$ cat src/rtl/controlador_minero.sv
// Job controller for a hash miner: receives a 13-byte job, runs the miner, streams back a 7-byte result.
// Optional mining watchdog enabled by defining TIMEOUT_EN (limit set by MAX_CICLOS).
module controlador_minero #(
  parameter int MAX_CICLOS = 4096
) (
  input  logic        clk,
  input  logic        reset_L,
  input  logic [7:0]  in_dato,
  input  logic        in_valido,
  output logic        in_listo,
  output logic [95:0] payload,
  output logic [7:0]  target,
  output logic        active,
  input  logic        terminado,
  input  logic [31:0] nonceIn,
  input  logic [23:0] hashIn,
  output logic [7:0]  out_dato,
  output logic        out_valido,
  input  logic        out_listo,
  output logic        ocupado
);

  localparam logic [1:0] RECIBIR = 2'd0;
  localparam logic [1:0] MINAR   = 2'd1;
  localparam logic [1:0] ENVIAR  = 2'd2;

  if (MAX_CICLOS < 1) begin : g_param_chk
    $error("controlador_minero: MAX_CICLOS must be at least 1");
  end

  logic [1:0]  estado, estado_sig;
  logic [3:0]  cnt_in, cnt_out;
  logic [55:0] resultado;
  logic        in_xfer, out_xfer, fin_minado, expira;

  assign in_xfer    = in_valido && in_listo;
  assign out_xfer   = out_valido && out_listo;
  assign ocupado    = (estado == MINAR) || (estado == ENVIAR);
  assign out_valido = (estado == ENVIAR);

`ifdef TIMEOUT_EN
  localparam int TW = $clog2(MAX_CICLOS + 1);
  logic [TW-1:0] ciclos;

  assign expira = (ciclos == TW'(MAX_CICLOS - 1));

  // Watchdog counts cycles spent in MINAR; cleared everywhere else
  always_ff @(posedge clk or negedge reset_L) begin
    if (!reset_L)               ciclos <= '0;
    else if (estado == MINAR)   ciclos <= ciclos + 1'b1;
    else                        ciclos <= '0;
  end
`else
  assign expira = 1'b0;
`endif

  assign fin_minado = (estado == MINAR) && active && (terminado || expira);

  always_comb begin
    estado_sig = estado;
    case (estado)
      RECIBIR: if (in_xfer && cnt_in == 4'd12)  estado_sig = MINAR;
      MINAR:   if (fin_minado)                   estado_sig = ENVIAR;
      ENVIAR:  if (out_xfer && cnt_out == 4'd6)  estado_sig = RECIBIR;
      default:                                   estado_sig = RECIBIR;
    endcase
  end

  always_ff @(posedge clk or negedge reset_L) begin
    if (!reset_L) begin
      estado   <= RECIBIR;
      in_listo <= 1'b0;
    end else begin
      estado   <= estado_sig;
      // Registered so it stays low through reset and rises on the first edge after
      in_listo <= (estado_sig == RECIBIR);
    end
  end

  always_ff @(posedge clk or negedge reset_L) begin
    if (!reset_L) begin
      cnt_in  <= '0;
      payload <= '0;
      target  <= '0;
    end else if (estado == RECIBIR && in_xfer) begin
      if (cnt_in == 4'd12) begin
        target <= in_dato;
        cnt_in <= '0;
      end else begin
        payload <= {payload[87:0], in_dato};
        cnt_in  <= cnt_in + 4'd1;
      end
    end
  end

  always_ff @(posedge clk or negedge reset_L) begin
    if (!reset_L)                                  active <= 1'b0;
    else if (estado == RECIBIR && in_xfer && cnt_in == 4'd12) active <= 1'b1;
    else if (fin_minado)                           active <= 1'b0;
  end

  // A real result wins over a simultaneous watchdog expiry
  always_ff @(posedge clk or negedge reset_L) begin
    if (!reset_L)        resultado <= '0;
    else if (fin_minado) resultado <= terminado ? {nonceIn, hashIn} : {56{1'b1}};
  end

  always_ff @(posedge clk or negedge reset_L) begin
    if (!reset_L)                          cnt_out <= '0;
    else if (estado == ENVIAR && out_xfer) cnt_out <= (cnt_out == 4'd6) ? 4'd0 : cnt_out + 4'd1;
  end

  always_comb begin
    out_dato = 8'h00;
    if (estado == ENVIAR) begin
      case (cnt_out)
        4'd0:    out_dato = resultado[55:48];
        4'd1:    out_dato = resultado[47:40];
        4'd2:    out_dato = resultado[39:32];
        4'd3:    out_dato = resultado[31:24];
        4'd4:    out_dato = resultado[23:16];
        4'd5:    out_dato = resultado[15:8];
        4'd6:    out_dato = resultado[7:0];
        default: out_dato = 8'h00;
      endcase
    end
  end

endmodule

$ cat config.mk
export PLATFORM = sky130hd
export DESIGN_NAME = controlador_minero
export DESIGN_NICKNAME = d
export VERILOG_FILES = /design/src/rtl/controlador_minero.sv
export SDC_FILE = /design/constraint.sdc
export NUM_CORES = 1
export LEC_CHECK = 0
export ABC_AREA = 1
export CORE_UTILIZATION = 26
export CTS_CLUSTER_SIZE = 30
export DETAILED_ROUTE_END_ITERATION = 8
export PLACE_DENSITY_LB_ADDON = 0.25
export SYNTH_ARGS = -nofsm -noshare
export SYNTH_HDL_FRONTEND = slang
export SYNTH_SLANG_ARGS = --single-unit
$ cat constraint.sdc
create_clock -name clk -period 3 [get_ports clk]
set_clock_uncertainty 0.15 [all_clocks]
set_input_delay 0.75 -clock clk [delete_from_list [all_inputs] [get_ports clk]]
set_output_delay 0.75 -clock clk [all_outputs]
set_load 0.05 [all_outputs]
==> results.toml <==
[synth]
synth_area_leaders = "dfrtp_1 (60%), nand2_1 (25%), o21ai_0 (2.7%)"
synth-compound-area-share_pct = 4.44
ys_types = 24
synth_nets = 933
synthXorXnorAreaFrac_pct = 0.246
yosys.area.top_type = "dfrtp_1"
synthSimpleGateAreaFrac_pct = 29.0
synthMuxAreaShare_pct = 0
netlist_area_sq_um = 7120
ys_ff_latch = 172
syn_avg_cell_area_sq_um = 8.30
synthAdderAreaFrac_pct = 1.05
synth_warnings = 0
synth_top_area_share_pct = 60.4
syn_inst = 858
seq_area_frac_synth_pct = 60.4
synth_top_family_by_area = "simple AND/OR/NAND/NOR gates"

[power]
power.density_nw_per_um2 = 1140
vdd_ir_drop_max_mv = 0.634
p_leak_nw = 5.07
fin_total_pwr_mw = 11.5

[global_route]
grt-ovfl-total = 0
grt_pass1_wl_um = 32500
grt_max_degree = 106
grtUsageTotal_pct = 14.8
grt_antenna_before_repair = 1
grt_pass1_vias = 5973

[drt]
drc = 0
ant_nets = 0
drt_iter0_drc = 392
drt-total-wl_um = 19900
vias = 5916
vias_per_cell = 4.24
wl_per_cell_um = 14.3
first_pass_iters = 4

[worst_setup_path]
worstPathArrival_ns = 2.04
required_ns = 2.10
worst-setup-path-type = "flip-flop to output port"
r2r_end = "in_listo$_DFF_PN0_"
reg2reg_depth = 9
reg2reg_slack_ns = 1.07
timing.rr.start = "estado[1]$_DFF_PN0_"
startpoint_type = "flip-flop"
crit_fanout = 9
end_kind = "output port"

[timing]
hold_violations = 0
drv_slew = 0
fmax_mhz = 340
hold_slack_ns = 0.120
setup_ws_ns = 0.0616
fin_setup_tns_ns = 0
finalCritPeriodShare_pct = 97.9
tightest_slew_ns = 0.579
rsz0062_at_grt = "true"
finalSetupViolCount = 0
relSlewSlack_pct = 61.3
min_period_ns = 2.94

[clocking]
htree_levels = 4
cts.sinks = 172
clock_latency_ns = 0.42
numCtsBuffers = 17
cts-root-buf = "clkbuf_16"
post_cts_buffers = 0
tritoncts = "yes"
clkSlewWorstSetupHoldPaths_ns = 0.08
clockBufferDepth = 2

[place]
port_buffers = 184
dp.cells = 1364
dp_hpwl_um = 13700
gp_congestion = 0.825
dp_slack_ns = 0.387

[final_layout]
final_common_cell = "nand2_1"
layout_common_cells = "nand2_1 (476), clkdlybuf4s50_1 (174), dfrtp_1 (172)"
nets = 1117
n_antenna_cell = 0
synthToLayoutAreaGrowth_pct = 41.6
stdcell_count = 1396
drive_above_1_share_pct = 6.26

[die]
start_util_pct = 26.4
io_pins = 185
num_rows = 60
die_area_sq_um = 28100
core_sq_um = 27000
die_h_um = 168
die_w_um = 168

[run_status]
status = "finished, final reports clean"

[flow_run]
cap_viol_max_count = 0

[worst_hold_path]
hp-class = "primary input to async pin"
## stage by stage
step | utilization, % | area (sq um)
finish | 37.4 | 10100
global route | 37.4 | 10100
CTS | 37.4 | 10100
detailed placement | 35.2 | 9480
global placement | 35.2 | 9480
floorplan | - | 7120
## flip-flops by register name, indices dropped and copies added (netlist names)
name and count:
payload 96, resultado 56, target 8, cnt_in 4, cnt_out 4, estado 2
active 1, in_listo 1
## how the worst max path moves through the flow
stage | startpoint | endpoint | slack (ns)
3_3_place_gp | estado[0]$_DFF_PN0_ | out_valido | 0.44
3_5_place_dp | estado[0]$_DFF_PN0_ | out_valido | 0.39
6_report | cnt_out[3]$_DFFE_PN0P_ | out_dato[6] | 0.06
4_1_cts | cnt_out[3]$_DFFE_PN0P_ | out_dato[6] | 0.02
2_1_floorplan | estado[0]$_DFF_PN0_ | out_dato[0] | 0.09
5_1_grt | cnt_out[3]$_DFFE_PN0P_ | out_dato[7] | -0.08
## Yosys cell counts
cell type and n:
a21boi_0 1, a21oi_1 11, buf_2 13, buf_4 5
buf_6 1, clkbuf_1 14, clkinv_1 1, dfrtp_1 172
ha_1 6, inv_1 43, inv_2 3, nand2_1 476
nand2_2 1, nand3_1 20, nand3_2 2, nor2_1 33
nor2_2 2, nor2_4 1, nor3b_1 1, o21ai_0 39
o21ai_1 10, o2bb2ai_1 1, xnor2_1 1, xor2_1 1
## power by group
part           internal (mW)  switching (mW)  total [mW]  leakage, nW
clock                   1.20            1.07        2.26        0.293
combinational           1.66            3.59        5.25         2.52
sequential              3.28           0.687        3.96         2.26
total                   6.13            5.34        11.5         5.07
## per-layer routing
layer	GRT usage, %	share of wire, %	vias up
met4	5.78	2.4	2
met1	20.3	48	2756
li1	-	-	3000
met2	22.5	44	131
met3	3.50	5.1	27
met5	0	0.065	-
## area by class of cell
| cell class | count | area (sq um) |
|---|---|---|
| Clock inverter | 15 | 178 |
| Inverter | 47 | 178 |
| Sequential cell | 172 | 4300 |
| Tap cell | 341 | 427 |
| Timing Repair Buffer | 198 | 2090 |
| Fill cell | 2730 | 16900 |
| Multi-Input combinational cell | 606 | 2480 |
| Clock buffer | 17 | 425 |
## cell families after synthesis
group	Yosys count
XOR/XNOR	2
flip-flops	172
buffers and inverters	80
AO/OA/AOI/OAI	62
adder cells (fa/ha/maj)	6
AND/OR/NAND/NOR	536
## repair_timing
| item | in CTS | in global routing |
|---|---|---|
| gates resized for setup | 1 | 1 |
| endpoints found under the hold margin | 0 | 0 |
| endpoints found under the setup margin | 1 | 8 |
| hold buffers | 0 | 0 |
| pin swaps | 0 | 0 |
## critical path: stages (launching register included)
cell	delay (ns)
dfrtp_1	0.40
inv_1	0.10
nand2_1	0.11
nor2_2	0.33
nand2_1	0.11
nand2_1	0.07
nor2_1	0.04
a21oi_1	0.26
buf_12	0.18
Note: power is estimated with default switching activity, not from simulation.
